--- src/rtl/ram_rr_arbiter.sv ---
// Round-robin arbiter multiplexing NUM_REQ requesters onto one RAM port.
// Read responses return one cycle after the grant, tagged by requester.
module ram_rr_arbiter #(
    parameter int NUM_REQ       = 3,
    parameter int DATA_WIDTH    = 8,
    parameter int ADDRESS_WIDTH = 3
) (
    input  logic                             clk,
    input  logic                             rst_n,
    input  logic                             arb_en,
    input  logic [NUM_REQ-1:0]               req_valid,
    output logic [NUM_REQ-1:0]               req_ready,
    input  logic [NUM_REQ-1:0]               req_we,
    input  logic [NUM_REQ*ADDRESS_WIDTH-1:0] req_addr,
    input  logic [NUM_REQ*DATA_WIDTH-1:0]    req_wdata,
    output logic [NUM_REQ-1:0]               rsp_valid,
    output logic [DATA_WIDTH-1:0]            rsp_rdata,
    output logic                             ram_en,
    output logic                             ram_we,
    output logic [ADDRESS_WIDTH-1:0]         ram_addr,
    output logic [DATA_WIDTH-1:0]            ram_din,
    input  logic [DATA_WIDTH-1:0]            ram_dout
);

    localparam int IW = $clog2(NUM_REQ);
    localparam logic [NUM_REQ-1:0] ONE = {{(NUM_REQ-1){1'b0}}, 1'b1};

    logic [IW-1:0] ptr_q, ptr_d;
    logic          pend_q, pend_d;
    logic [IW-1:0] pidx_q, pidx_d;

    logic          found;
    logic [IW-1:0] gidx;
    logic          active;
    int            j;

    // First valid requester at or above the pointer, wrapping modulo NUM_REQ.
    always_comb begin
        found = 1'b0;
        gidx  = '0;
        j     = 0;
        for (int k = 0; k < NUM_REQ; k++) begin
            j = int'(ptr_q) + k;
            if (j >= NUM_REQ) j = j - NUM_REQ;
            if (!found && req_valid[j]) begin
                found = 1'b1;
                gidx  = IW'(j);
            end
        end
    end

    assign active = rst_n & arb_en & found;

    always_comb begin
        req_ready = '0;
        ram_en    = 1'b0;
        ram_we    = 1'b0;
        ram_addr  = '0;
        ram_din   = '0;
        ptr_d     = ptr_q;
        pend_d    = 1'b0;
        pidx_d    = pidx_q;
        if (active) begin
            req_ready = ONE << gidx;
            ram_en    = 1'b1;
            ram_we    = req_we[gidx];
            ram_addr  = req_addr[gidx*ADDRESS_WIDTH +: ADDRESS_WIDTH];
            ram_din   = req_wdata[gidx*DATA_WIDTH +: DATA_WIDTH];
            ptr_d     = (gidx == IW'(NUM_REQ-1)) ? '0 : gidx + 1'b1;
            pend_d    = ~req_we[gidx];
            pidx_d    = gidx;
        end
    end

    always_ff @(posedge clk or negedge rst_n) begin
        if (!rst_n) begin
            ptr_q  <= '0;
            pend_q <= 1'b0;
            pidx_q <= '0;
        end else begin
            ptr_q  <= ptr_d;
            pend_q <= pend_d;
            pidx_q <= pidx_d;
        end
    end

    assign rsp_valid = pend_q ? (ONE << pidx_q) : '0;
    assign rsp_rdata = pend_q ? ram_dout : '0;

endmodule

--- config.mk ---
export PLATFORM = sky130hd
export DESIGN_NAME = ram_rr_arbiter
export DESIGN_NICKNAME = d
export VERILOG_FILES = /design/src/rtl/ram_rr_arbiter.sv
export SDC_FILE = /design/constraint.sdc
export NUM_CORES = 1
export LEC_CHECK = 0
export ABC_CLOCK_PERIOD_IN_PS = 3200
export BUFFER_PORTS_ARGS = -buffer_cell sky130_fd_sc_hd__buf_2
export CAP_MARGIN = 25
export CELL_PAD_IN_SITES_DETAIL_PLACEMENT = 0
export CELL_PAD_IN_SITES_GLOBAL_PLACEMENT = 1
export CORE_ASPECT_RATIO = 1.2
export CORE_UTILIZATION = 25
export DETAILED_ROUTE_END_ITERATION = 6
export GPL_TIMING_DRIVEN = 0
export HOLD_SLACK_MARGIN = 0.12
export PLACE_DENSITY = 0.79
export SLEW_MARGIN = 10
export SYNTH_ARGS = -nofsm -noshare
export SYNTH_HDL_FRONTEND = slang
export SYNTH_SLANG_ARGS = --single-unit
--- constraint.sdc ---
create_clock -name clk -period 3.2 [get_ports clk]
set_input_delay 0.32 -clock clk [delete_from_list [all_inputs] [get_ports clk]]
set_output_delay 0.32 -clock clk [all_outputs]
set_load 0.005 [all_outputs]
=== After elaboration in Yosys (flattened, before gate mapping) ===
Index checks and enable logic that the tools add are counted.

* Input port bits: 50
* Flip-flop bits (word level): 5

* Multiplexer cells: 29
* Bitwise logic cells: 3
* Reductions and logical operators: 4
* Shifts and indexed selects: 4
* Magnitude comparators: 7
* Add/sub/neg operators: 6
* Equality and inequality tests: 1
* $mul: 1

{| class="wikitable"
|+ Operator list
! operator !! count
|-
| $lt A32 B4 Y1 const B || 3
|-
| $mux W32 || 3
|-
| $shiftx A24 B6 Y8 || 1
|-
| $mux W8 || 2
|-
| $mux W1 || 13
|-
| $mux W3 || 3
|-
| $shiftx A9 B5 Y3 || 1
|-
| $bmux W1 S2 || 4
|-
| $mux W2 || 4
|-
| $sub A3 B2 Y4 const B || 2
|-
| $ge A3 B2 Y1 const B || 2
|-
| $shl A1 B2 Y3 const A || 2
|-
| $mul A2 B2 Y4 const B || 1
|-
| $add A2 B1 Y3 const B || 1
|-
| $add A2 B2 Y3 const B || 1
|-
| $lt A2 B3 Y1 const B || 1
|-
| $sub A2 B2 Y3 const B || 1
|-
| $add A2 B1 Y2 const B || 1
|-
| $and A1 B1 Y1 || 2
|-
| $eq A2 B2 Y1 const B || 1
|-
| $ge A2 B2 Y1 const B || 1
|-
| $logic_and A1 B1 Y1 || 2
|-
| $logic_not A1 Y1 || 2
|-
| $not A1 Y1 || 1
|}

=== Logic depth before layout (Yosys ltp) ===
* Depth after elaboration: 16
* Depth in mapped cells: 10

=== Worst setup path after synthesis ===
OpenSTA, ideal clock, no wires.

* Kind: flip-flop to output port
* Start point: register ptr_q[0]
* End point: output ram_din[0]
* Arrival time: 2150 ps
* Cell stages (with the launch flop): 9
* Path slack: 730 ps
* Cells stage by stage: dfrtp_1 -> inv_1 -> ha_1 -> a22o_1 -> a222oi_1 -> and3_2 -> buf_6 -> o21ai_1 -> a311oi_2

* Cells in the longest elaborated chain, start to end: 14

{| class="wikitable"
|+ Ends and longest elaborated chain
! element !! RTL line !! text
|-
| from (decl) || 28 || <nowiki>logic [IW-1:0] ptr_q, ptr_d;</nowiki>
|-
| from (signal assigned) || 81 || <nowiki>ptr_q <= ptr_d;</nowiki>
|-
| parallel branches: the longest is 13 deep, another holds $sub A3 B2 Y4 || - ||
|-
| $mux W8 * || 63 || <nowiki>if (active) begin</nowiki>
|-
| to (decl) || 21 || <nowiki>output logic [DATA_WIDTH-1:0] ram_din,</nowiki>
|}

Mark *: on every way between the ends. The select of a mux whose other input is x is not followed.

=== Worst setup path in the final report ===
* Start point: register ptr_q[0]
* End point: output ram_addr[2]

* Cells in the longest elaborated chain, start to end: 15

{| class="wikitable"
|+ Ends and longest elaborated chain
! element !! RTL line !! text
|-
| parallel branches: the longest is 14 deep, another holds $sub A3 B2 Y4 || - ||
|-
| $mux W3 * || 63 ||
|-
| to (decl) || 20 || <nowiki>output logic [ADDRESS_WIDTH-1:0] ram_addr,</nowiki>
|}

Marked as above.

==> out/metrics.cfg <==
[pwr]
ir_worst_vdd_v = 0.000275
power_mw = 1.05
power_leakage_nw = 0.744
cellPowerDensity_nw_per_um2 = 742

[flow_run]
maxCapViolCount = 0

[layout]
area_growth_pct = 55.2
drive_above_1_share_pct = 53.0
finalNonFillerCells = 239
design_area_sq_um = 1420
antenna_cells = 0
final.fill_count = 369
finish.utilization_pct = 41.5
num-nets-final = 256

[timing]
fin_worst_skew_ns = 0.00255
max_freq_mhz = 336
max-slew-margin-rel_pct = 57.4
drv_slew = 0
fin_tns_setup_ns = 0
setup_violations = 0
rsz0062_at_grt = no
min_period_over_period_pct = 93.1
tightest_slew_ns = 0.639
setup_slack_ns = 0.220
hold_viol_final = 0
worst_hold_slack_ns = 0.294
period_needed_ns = 2.98

[global_route]
grt_pass1_vias = 1053
antenna_found_initial = 0
grt_max_degree = 11
grt_pass1_wl_um = 4860
grtUsageTotal_pct = 16.2
grt_overflow_total = 0

[clock_network]
cts.path.max_buffers = 2
clock_latency_ns = 0.23
clk_pin_slew_ns = 0.04
htreeDepth = 1
cts_made_buffers = 3
clock_sinks = 5
root_buffer = clkbuf_8
tritoncts = yes

[placed_design]
place_ws_ns = 0.280
place_hpwl_um = 2430
dpl_cell_area_sq_um = 1340
placed_cells = 232
gp_congestion = 0.758
io_buffers = 76

[worst_setup_path]
critPathLaunch = ptr_q[0]
r2r_cells = 11
crit_type = flip-flop to output pin
crit_fanout = 10
crit_path_end_kind = output pin
worstPathRequired_ns = 2.88
cp.arrival_ns = 2.66
timing.rr.start = ptr_q[1]
crit_path_start_kind = flip-flop

[synthesis]
synth_xor_area_share_pct = 0
yosysUniqueCellTypes = 34
yosysWarnings = 0
ys_seq_elements = 5
synth_compound_area_share_pct = 37.2
syn_inst = 119
yosysSeqAreaShare_pct = 13.7
synthMuxAreaShare_pct = 6.01
syn_area_sq_um = 916
synth-simple-area-share_pct = 27.9
synthAdderAreaFrac_pct = 4.10
synth_top_family_by_area = compound AO/OA/AOI/OAI gates
synth_nets = 172
syn_area_per_cell_sq_um = 7.70

[floorplanning]
io_pins = 77
die-area_sq_um = 3910
fp-row-count = 23
die_w_um = 57.3
core_region_area_sq_um = 3420
die_h_um = 68.3
start_util_pct = 26.7

[hold_path]
hp-class = input pin to flip-flop
min-delay-start = req_we[1]
min_path_cells = 2

[status]
status = finished, violations left
violations = DRC

[drt]
wire_per_inst_um = 12.9
ant_nets = 0
vias = 1188
drc_errors = 9
first_pass_iters = 6
finalWirelength_um = 3080
viasPerCell = 4.97
drtIter0Drc = 47

==> state kept, by name, indices dropped and copies added (netlist names) <==
register,count
pend_q,1
pidx_q,2
ptr_q,2
==> layout by cell type, fill, tap and decap left out, drive strengths merged, types with 3 or more instances in the layout <==
cell and instances:
a311oi 11, and2 10, buf 83, clkbuf 9
dfrtp 5, ha 3, inv 6, mux2 4
nand2 4, nand3 12, nor2 19, o21a 3
o21ai 15
==> synth_stat cells <==
cell type	n	area, sq um
nor2_1	19	71.3
nand3_1	12	60.1
and2_1	9	56.3
a311oi_2	8	120
o21ai_0	7	35.0
o21ai_1	6	30.0
clkbuf_1	5	18.8
dfrtp_1	5	125
inv_1	5	18.8
mux2_2	4	45.0
nand2_1	4	15.0
a311oi_1	3	26.3
buf_6	3	33.8
ha_1	3	37.5
o21a_1	3	22.5
a22o_1	2	17.5
a31oi_1	2	12.5
nor3b_1	2	15.0
o21ai_2	2	17.5
a21boi_1	1	7.51
a21o_1	1	7.51
a221oi_1	1	8.76
a221oi_2	1	15.0
a222oi_1	1	10.0
a32o_1	1	10.0
and2_4	1	8.76
and3_2	1	7.51
and3b_1	1	8.76
buf_12	1	20.0
buf_4	1	7.51
inv_2	1	3.75
mux2i_1	1	10.0
nand3b_1	1	7.51
nor3_1	1	5.00
==> layout make-up <==
| type | instances | area (sq um) | area share [%] |
|---|---|---|---|
| tap | 37 | 46.3 | 3.26 |
| inverter | 6 | 22.5 | 1.58 |
| timing repair buffer | 79 | 405 | 28.5 |
| sequential | 5 | 125 | 8.80 |
| multi-input combinational | 98 | 694 | 48.9 |
| clock buffer | 4 | 45.0 | 3.17 |
| buffer | 10 | 82.6 | 5.81 |
==> per-layer routing <==
layer  vias to the layer above  global-route usage (%)  routed length [um]
met5                         -                       0                   0
li1                        609                       -                   -
met4                         0                    5.49                  17
met3                         2                    2.46                 210
met1                       523                    20.0                1370
met2                        54                    28.7                1480
==> path summary, 6_finish.rpt <==
path | endpoint | slack (ns)
max | ram_addr[2] | 0.22
min | pend_q | 0.29
max reg2reg | ptr_q[0] | 0.74
min reg2reg | pidx_q[0] | 0.54
max in group asynchronous | ptr_q[1] | 2.61
min in group asynchronous | pend_q | 0.45
==> report_power, final <==
| part | internal (mW) | switching (mW) |
|---|---|---|
| logic | 0.364 | 0.456 |
| clock network | 0.0858 | 0.0341 |
| registers | 0.0910 | 0.0240 |
==> kinds of logic after synthesis <==
logic type / after synthesis
muxes: 5
buffers and inverters: 16
DFF: 5
AOI/OAI and AO/OA: 39
adders and majority gates: 3
and+or+nand+nor: 51
==> critical path, cell delays in order, from the launching register on <==
cell and delay, ns:
dfrtp_1 0.36, inv_1 0.07, ha_1 0.38, a22o_1 0.24
a221oi_1 0.36, a31oi_2 0.16, clkbuf_1 0.36, a311oi_1 0.34
buf_2 0.17
==> timing repair <==
action / 4_1_cts / 5_1_grt
hold buffers: 1 / 0
hold endpoints to repair: 5 / 0
gates resized for setup: 0 / 5
setup buffers: 0 / 2
setup endpoints to repair: 0 / 13
Power figures use the tool's default switching activity.
